### config.mk
export PLATFORM = sky130hd
export DESIGN_NAME = skeeball_lane_ctrl
export DESIGN_NICKNAME = d
export VERILOG_FILES = /design/src/rtl/skeeball_pkg.sv /design/src/rtl/skeeball_rr_arbiter.sv /design/src/rtl/skeeball_lane_ctrl.sv
export SDC_FILE = /design/constraint.sdc
export NUM_CORES = 1
export LEC_CHECK = 0
export ABC_AREA = 1
export BUFFER_PORTS_ARGS = -buffer_cell sky130_fd_sc_hd__buf_2
export CAP_MARGIN = 15
export CORE_MARGIN = 8
export CORE_UTILIZATION = 40
export CTS_BUF_LIST = sky130_fd_sc_hd__clkbuf_2
export DETAILED_ROUTE_END_ITERATION = 6
export PLACE_DENSITY_LB_ADDON = 0.12
export SLEW_MARGIN = 10
export SYNTH_ARGS = -nofsm -noshare
export SYNTH_HDL_FRONTEND = slang
export SYNTH_SLANG_ARGS = --single-unit
### constraint.sdc
create_clock -name clk -period 1.9 [get_ports clk]
set_input_delay 0.095 -clock clk [delete_from_list [all_inputs] [get_ports clk]]
set_output_delay 0.095 -clock clk [all_outputs]
set_load 0.03 [all_outputs]
### src/rtl/skeeball_pkg.sv
// Shared definitions for the skeeball lane controller: game states and hole point values.
// Latency: none (constants and a pure function).
// Backpressure: not applicable.
package skeeball_pkg;

  typedef enum logic [1:0] {
    ST_IDLE = 2'b00,
    ST_PLAY = 2'b01,
    ST_DONE = 2'b10
  } state_e;

  // Point values in units of 10
  localparam logic [3:0] PTS_100    = 4'd10;
  localparam logic [3:0] PTS_50     = 4'd5;
  localparam logic [3:0] PTS_40     = 4'd4;
  localparam logic [3:0] PTS_30     = 4'd3;
  localparam logic [3:0] PTS_20     = 4'd2;
  localparam logic [3:0] PTS_10     = 4'd1;
  localparam logic [3:0] PTS_GUTTER = 4'd0;

  // Highest set sensor wins when several holes report at once
  function automatic logic [3:0] hole_to_points(input logic [6:0] h);
    logic [3:0] p;
    p = PTS_GUTTER;
    if      (h[6]) p = PTS_100;
    else if (h[5]) p = PTS_50;
    else if (h[4]) p = PTS_40;
    else if (h[3]) p = PTS_30;
    else if (h[2]) p = PTS_20;
    else if (h[1]) p = PTS_10;
    return p;
  endfunction

endpackage

### src/rtl/skeeball_rr_arbiter.sv
// Round-robin arbiter: picks the first requester at or after the pointer, one-hot grant.
// Latency: grant is combinational from req; pointer moves past the winner at the next edge.
// Backpressure: en=0 suppresses all grants; clr returns the pointer to lane 0.
module skeeball_rr_arbiter #(
  parameter int NUM_LANES = 2
) (
  input  logic                 clk,
  input  logic                 rst_n,
  input  logic                 clr,
  input  logic                 en,
  input  logic [NUM_LANES-1:0] req,
  output logic [NUM_LANES-1:0] gnt
);

  localparam int PTR_W = (NUM_LANES > 1) ? $clog2(NUM_LANES) : 1;

  logic [PTR_W-1:0] ptr_q;
  logic [PTR_W-1:0] gidx;
  logic [PTR_W-1:0] sel;
  logic             found;
  int               idx;

  // Scan lanes starting at the pointer, wrapping, and take the first request
  always_comb begin
    gnt   = '0;
    found = 1'b0;
    gidx  = '0;
    idx   = 0;
    sel   = '0;
    for (int i = 0; i < NUM_LANES; i++) begin
      idx = int'(ptr_q) + i;
      if (idx >= NUM_LANES) idx = idx - NUM_LANES;
      sel = idx[PTR_W-1:0];
      if (en && !found && req[sel]) begin
        gnt[sel] = 1'b1;
        found    = 1'b1;
        gidx     = sel;
      end
    end
  end

  // Pointer lands just after the lane that was served
  always_ff @(posedge clk or negedge rst_n) begin
    if (!rst_n)      ptr_q <= '0;
    else if (clr)    ptr_q <= '0;
    else if (found)  ptr_q <= (int'(gidx) == NUM_LANES - 1) ? '0 : gidx + PTR_W'(1);
  end

endmodule

### src/rtl/skeeball_lane_ctrl.sv
// Multi-lane skeeball controller: sensor sync, ball-event detect, shared adder, game FSM.
// Latency: raw rise sampled at edge k -> pending at k+2 -> score/balls at k+3 when uncontended.
// Backpressure: one pending event per lane; a further event while pending is dropped. SKEEBALL_HIGH_SCORE_EN adds high-score tracking.
module skeeball_lane_ctrl
  import skeeball_pkg::*;
#(
  parameter int NUM_LANES      = 2,
  parameter int BALLS_PER_GAME = 9,
  parameter int SCORE_W        = 8
) (
  input  logic                         clk,
  input  logic                         rst_n,
  input  logic                         start,
  input  logic [7*NUM_LANES-1:0]       hole,
  output logic [SCORE_W*NUM_LANES-1:0] score,
  output logic [4*NUM_LANES-1:0]       balls,
  output logic [1:0]                   state,
  output logic [NUM_LANES-1:0]         grant,
  output logic                         drop,
  output logic [SCORE_W-1:0]           high_score,
  output logic                         new_high
);

  logic [7*NUM_LANES-1:0] sync1_q, sync2_q;
  logic [NUM_LANES-1:0]   prev_or_q, lane_or, evt, accept, set_pend, drop_vec, pend_q;
  logic [3:0]             val_q   [NUM_LANES];
  logic [3:0]             balls_q [NUM_LANES];
  logic [SCORE_W-1:0]     score_q [NUM_LANES];
  logic [SCORE_W-1:0]     sat_sum [NUM_LANES];
  logic [SCORE_W:0]       raw_sum [NUM_LANES];
  logic                   drop_q, in_play, all_done;
  state_e                 state_q, state_d;

  // Two-flop synchronizer plus last-cycle OR per lane for edge detection
  always_ff @(posedge clk or negedge rst_n) begin
    if (!rst_n) begin
      sync1_q   <= '0;
      sync2_q   <= '0;
      prev_or_q <= '0;
    end else begin
      sync1_q   <= hole;
      sync2_q   <= sync1_q;
      prev_or_q <= lane_or;
    end
  end

  // Event qualification; a granted lane can re-arm only if a ball remains after this update
  always_comb begin
    for (int l = 0; l < NUM_LANES; l++) begin
      lane_or[l]  = |sync2_q[7*l +: 7];
      evt[l]      = lane_or[l] & ~prev_or_q[l];
      accept[l]   = evt[l] && in_play && !start &&
                    (grant[l] ? (balls_q[l] > 4'd1) : (balls_q[l] != 4'd0));
      set_pend[l] = accept[l] & (~pend_q[l] | grant[l]);
      drop_vec[l] = accept[l] & pend_q[l] & ~grant[l];
      raw_sum[l]  = {1'b0, score_q[l]} + {{(SCORE_W-3){1'b0}}, val_q[l]};
      sat_sum[l]  = raw_sum[l][SCORE_W] ? '1 : raw_sum[l][SCORE_W-1:0];
    end
  end

  skeeball_rr_arbiter #(.NUM_LANES(NUM_LANES)) u_arb (
    .clk   (clk),
    .rst_n (rst_n),
    .clr   (start),
    .en    (~start),
    .req   (pend_q),
    .gnt   (grant)
  );

  // Per-lane score, ball count and pending event; start reloads every lane
  always_ff @(posedge clk or negedge rst_n) begin
    if (!rst_n) begin
      pend_q <= '0;
      for (int l = 0; l < NUM_LANES; l++) begin
        score_q[l] <= '0;
        balls_q[l] <= '0;
        val_q[l]   <= '0;
      end
    end else if (start) begin
      pend_q <= '0;
      for (int l = 0; l < NUM_LANES; l++) begin
        score_q[l] <= '0;
        balls_q[l] <= 4'(BALLS_PER_GAME);
        val_q[l]   <= '0;
      end
    end else begin
      for (int l = 0; l < NUM_LANES; l++) begin
        if (grant[l]) begin
          score_q[l] <= sat_sum[l];
          balls_q[l] <= balls_q[l] - 4'd1;
          pend_q[l]  <= 1'b0;
        end
        if (set_pend[l]) begin
          pend_q[l] <= 1'b1;
          val_q[l]  <= hole_to_points(sync2_q[7*l +: 7]);
        end
      end
    end
  end

  // Drop indication, registered
  always_ff @(posedge clk or negedge rst_n) begin
    if (!rst_n) drop_q <= 1'b0;
    else        drop_q <= |drop_vec;
  end

  // Game over once no lane has balls left or work outstanding
  always_comb begin
    all_done = (pend_q == '0);
    for (int l = 0; l < NUM_LANES; l++)
      if (balls_q[l] != 4'd0) all_done = 1'b0;
  end

  // FSM state register
  always_ff @(posedge clk or negedge rst_n) begin
    if (!rst_n) state_q <= ST_IDLE;
    else        state_q <= state_d;
  end

  // FSM next state; start wins from any state
  always_comb begin
    state_d = state_q;
    if (start) state_d = ST_PLAY;
    else begin
      case (state_q)
        ST_PLAY: if (all_done) state_d = ST_DONE;
        default: state_d = state_q;
      endcase
    end
  end

  // FSM outputs and packed output buses
  always_comb begin
    state   = state_q;
    in_play = (state_q == ST_PLAY);
    drop    = drop_q;
    for (int l = 0; l < NUM_LANES; l++) begin
      score[SCORE_W*l +: SCORE_W] = score_q[l];
      balls[4*l +: 4]             = balls_q[l];
    end
  end

`ifdef SKEEBALL_HIGH_SCORE_EN
  logic [SCORE_W-1:0] best_now, hs_q;
  logic               nh_q;

  // Best lane score at this moment
  always_comb begin
    best_now = '0;
    for (int l = 0; l < NUM_LANES; l++)
      if (score_q[l] > best_now) best_now = score_q[l];
  end

  // Record a new best at the end of a game; survives start
  always_ff @(posedge clk or negedge rst_n) begin
    if (!rst_n) begin
      hs_q <= '0;
      nh_q <= 1'b0;
    end else begin
      nh_q <= 1'b0;
      if (state_q == ST_PLAY && state_d == ST_DONE && best_now > hs_q) begin
        hs_q <= best_now;
        nh_q <= 1'b1;
      end
    end
  end

  assign high_score = hs_q;
  assign new_high   = nh_q;
`else
  assign high_score = '0;
  assign new_high   = 1'b0;
`endif

endmodule

======== Word level (Yosys, flattened, before mapping) ========
Cells that the tools add are included.
Widths: inputs -> output; s select.
cells by class
  muxes and demuxes ....................... 54
  add/sub/neg operators ................... 8
  equality and inequality tests ........... 1
  reductions and logical operators ........ 29
  magnitude comparators ................... 8
  bitwise operators ....................... 18
operators by type and width
  cell                 number
  $mux 8               6
  $mux 1               25
  $mux 4               6
  $mux 2               10
  $add 8x4->9          2
  $mux 16              1
  $reduce_bool 2->1    7
  $reduce_or 7->1      2
  $mux 3               4
  $logic_and 1x1->1    11
  $and 1x1->1          8
  $gt 4x1->1 const B   2
  $reduce_bool 4->1    2
  $sub 4x1->4 const B  2
  $not 1->1            7
  $reduce_bool 3->1    2
  $lt 1x2->1 const B   2
  $add 1x1->2 const B  1
  $demux 1 s1          2
  $eq 2x1->1 const B   1
  $ge 1x1->1 const B   2
  $ge 1x2->1 const B   1
  $ge 2x2->1 const B   1
  $logic_not 1->1      2
  7 further kinds      9
storage, ports and cells
  register bits after elaboration ......... 68
  input bits .............................. 17
  output and inout bits ................... 38

======== Longest topological paths before layout ========
  depth after elaboration ................. 15
  mapped depth ............................ 10
  gate-level depth less buffers ........... 10

======== Hierarchy ========
From an unflattened synthesis, not the netlist that was laid out.
second synthesis, totals
  cells, all modules ...................... 373
  area, all modules ....................... 3298.2 µm²
by module, submodules not included
  module               area each (µm²)  instances  cells each
  skeeball_lane_ctrl   3230.6           1          362
  skeeball_rr_arbiter  67.6             1          11

======== Worst setup path after synthesis ========
No wires, ideal clock.
  kind .................................... reg2reg
  from .................................... register score_q (netlist bit score[0])
  to ...................................... register score_q (netlist bit score[0])
  period minus slack after synthesis ...... 1839 ps
  setup time .............................. 123 ps
  data arrival time ....................... 1716 ps
  setup slack ............................. 61 ps
  path buffers ............................ 0
  stages on the path, launching flop included .. 9
  cells stage by stage .................... dfrtp_1 -> ha_1 -> fa_1 -> nand3_1 -> nand2_1 -> nand3_1 -> inv_1 -> o21ai_0 -> nand2_1
on the way
  word-level cells in the longest chain between the ends .. 4
ends and longest elaborated chain
  item                             RTL line                  source
  start, declared                  skeeball_lane_ctrl.sv:28  logic [SCORE_W-1:0] score_q [NUM_LANES];
  start signal, assigned by index  skeeball_lane_ctrl.sv:89  score_q[l] <= sat_sum[l];
  $add 8x4->9                      skeeball_lane_ctrl.sv:56  raw_sum[l] = {1'b0, score_q[l]} + {{(SCORE_W-3){1'b0}}, val_q[l]};
  $mux 8                           skeeball_lane_ctrl.sv:57  sat_sum[l] = raw_sum[l][SCORE_W] ? '1 : raw_sum[l][SCORE_W-1:0];
  $mux 8                           skeeball_lane_ctrl.sv:88  if (grant[l]) begin
  $mux 16                          skeeball_lane_ctrl.sv:79  end else if (start) begin
Every way passes these cells. The select of a mux whose other input is x is not followed.
A chain may end at the register's enable or synchronous reset.

======== Worst setup path in the final report ========
  from .................................... register score_q (netlist bit score[0])
  to ...................................... register score_q (netlist bit score[1])
The elaborated chain is that of the path after synthesis.

==> metrics <==
Vias=2662; Adder-Cell Fraction of Synth Area=6.093%; fin crit period=1.779 ns; layout net count=485; Clock Tree Root=clkbuf_2; Post-Syn Instances=381; largest net degree at the start of global routing=69; layout cells sized above 1=20.31%; routed wl met3=442 µm; Routed wire per std cell=12.39 µm; Crit Path Class=reg -> reg; critical path's largest stage delay=0.44 ns; Post-synth EDFFs=0; clock buffer count from CTS=9; initial DRC count=92; Site Rows=33; RSZ-0062 raised after global routing=true; WP data arrival=2.18 ns; Synth Area in XOR/XNOR=0.2633%; final setup fails=0; CTS tree=yes; Compound-Gate Fraction of Synth Area=6.356%; register area share after synthesis=51.15%; Ys Warns=0; PwrDens=684.1 mW/mm²; post-synthesis instance area=0.003327 mm²; count of cell types in the netlist=30; Worst EP required=2.30 ns; clk_lat worst skew=0.51 ns; Die Span X=107.2 µm; 1st-pass router iterations=5; I/O Buffers=45; wl on met1=3404 µm; Synth area leaders=dfrtp_1 51%, nand2_1 11%, ha_1 4.9%; ys async rst share=100.0%; first-pass GRT wire length=11680 µm; multi-input logic area=0.001399 mm²; main combinational cell family by area after synthesis=simple AND/OR/NAND/NOR gates; share of the synthesized area in the top cell type=51.15%; Pwr Total=2.727 mW; Max clock buf depth=2; Vias/cell=4.728; Placer Congestion=0.8584; area grow syn2layout=19.82%; Post-DP HPWL=4916 µm; fin. max-slew vios=0; Place WS=0.01881 ns; vias in the first global route=2493; critical path, cell by cell=ha_1 > fa_2 > nand3_1 > nand2_1 > nand3_2 > inv_1 > o21ai_0 > nand2_1; io pins=55; status=completed; LEAKAGE=2.085 nW; most used cell, CP=nand2_1; CORE AREA=0.008134 mm²; final wirelength=6973 µm; die area=0.01149 mm²; global-route usage over all layers=12.69%; GRT overflow=0; H-tree depth=3; crit start category=register; clock sink count=68; Worst-path clk slew=0.19 ns; post-synthesis mux area share=0%; CP max FO=5; Worst Hold Slack=0.1122 ns; Synth Register Bits=68; initial antenna violation count=0; fillers=795; Clock Skew=0.02989 ns; Synth Flop Type=dfrtp_1; total of max-cap violations=0; Post-Synth Simple-Gate Area=27.87%; Tcrit/Tclk final=93.65%; drc violations=0; CP endpoint kind=register; Die Height=107.2 µm; final hold violations=0; setup ws final=0.1207 ns; starting density of the core=40.90%; Hold Crit Class=in -> async; Worst VDD drop=0.4005 mV; remaining antenna violation count=0; Post-Syn Area per Cell=8.732 µm²; Fmax=0.5620 GHz; ant diodes=0; FF+latch area=0.001703 mm²; largest area contributor in the netlist=dfrtp_1; met2 routed WL=3038 µm; uppermost routed layer=met4; Crit-path slowest cell=dfrtp_1
==> cells by family after synthesis <==
group	Yosys count
simple gates	199
flops	68
compound gates	39
other cells	1
buf+inv	58
fa+ha+maj	15
xor+xnor	1
==> metrics by stage <==
step	cells	utilization, %	TNS [ns]	cell area [µm²]
CTS	560	48.53	0	3948
global placement	528	44.82	0	3646
floorplan	389	-	0	3357
detailed placement	528	44.82	0	3646
global route	563	49.01	-0.002657	3986
finish	563	49.01	0	3986
==> final cells by class <==
cell class                 count  area share (%)
tap                          105           3.296
clock buffer                   9           1.130
multi-input combinational    263           35.09
inverter                      43           4.049
sequential                    68           42.72
clock inverter                 7           2.260
timing repair buffer          68           11.46
==> layout by cell type, fill, tap and decap left out, types with 2 or more instances in the layout <==
cell / Yosys / routed
nand2_1: 100 / 99
dfrtp_1: 68 / 67
buf_2: 4 / 44
inv_1: 41 / 41
nand3_1: 32 / 31
nor2_1: 29 / 29
dlygate4sd3_1: 0 / 16
o21ai_0: 15 / 15
a21oi_1: 13 / 13
nand4_1: 13 / 13
ha_1: 13 / 13
nand2_2: 8 / 9
conb_1: 1 / 9
clkbuf_2: 0 / 9
nor2_4: 4 / 5
buf_4: 9 / 5
nor2_2: 4 / 3
nor3_1: 3 / 3
o21ai_1: 3 / 3
inv_2: 2 / 2
nand3_4: 2 / 2
nand3b_1: 2 / 2
o31ai_1: 2 / 2
o21bai_1: 2 / 2
nand3_2: 1 / 2
o22ai_1: 2 / 2
clkinv_2: 0 / 2
bufinv_16: 0 / 2
==> state kept, by name (all words and copies together) (netlist names) <==
signal       count
score           16
sync1_q         14
sync2_q         14
balls            8
val_q            8
pend_q           2
prev_or_q        2
state            2
drop             1
u_arb.ptr_q      1
==> critical path, delay by kind of cell, from the launching register on <==
family | cells | cell delay, ns
buffers and inverters | 1 | 0.06
flip-flops | 1 | 0.44
AO/OA/AOI/OAI | 1 | 0.15
adder cells (fa/ha/maj) | 2 | 0.63
AND/OR/NAND/NOR | 4 | 0.41
==> power by group <==
group	internal, mW	switching (mW)	total [mW]
clock	0.431	0.541	0.972
sequential	1.49	0.0256	1.52
combinational	0.0867	0.151	0.237
==> cell usage after synthesis, drive strengths merged (2+ instances only) <==
cell,count
fa,2
nor3,3
nor2,37
o21ai,18
inv,43
o21bai,2
nand3b,2
nand3,35
o22ai,2
nand4,13
buf,15
a21oi,13
o31ai,2
nand2,108
dfrtp,68
ha,13
==> timing repair <==
item                       CTS  global route
hold buffers                16             0
setup buffers                0             3
gates resized for setup      2             5
pin swaps                    0             1
cloned                       0             0
setup endpoints to repair    2             8
hold endpoints to repair    88             0
==> final timing paths <==
kind,from,to,slack (ns),cells past startpoint
worst min register to register,sync1_q[9]$_DFF_PN0_,sync2_q[9]$_DFF_PN0_,0.37,0
min in group clk,hole[10],sync1_q[10]$_DFF_PN0_,0.21,2
worst max register to register,score[0]$_DFFE_PN0P_,score[1]$_DFFE_PN0P_,0.12,8
worst min-delay path,rst_n,sync1_q[2]$_DFF_PN0_,0.11,3
max in group asynchronous,rst_n,balls[3]$_DFFE_PN0P_,1.48,3
worst max-delay path,score[0]$_DFFE_PN0P_,score[1]$_DFFE_PN0P_,0.12,8
==> layer usage <==
| metal | vias up | GRT usage, % |
|---|---|---|
| met4 | 0 | 5.226 |
| met1 | 1234 | 16.34 |
| met2 | 67 | 19.02 |
| met5 | - | 0 |
| met3 | 9 | 4.319 |
| li1 | 1352 | - |
No activity file was read; power rests on OpenSTA's default activity.
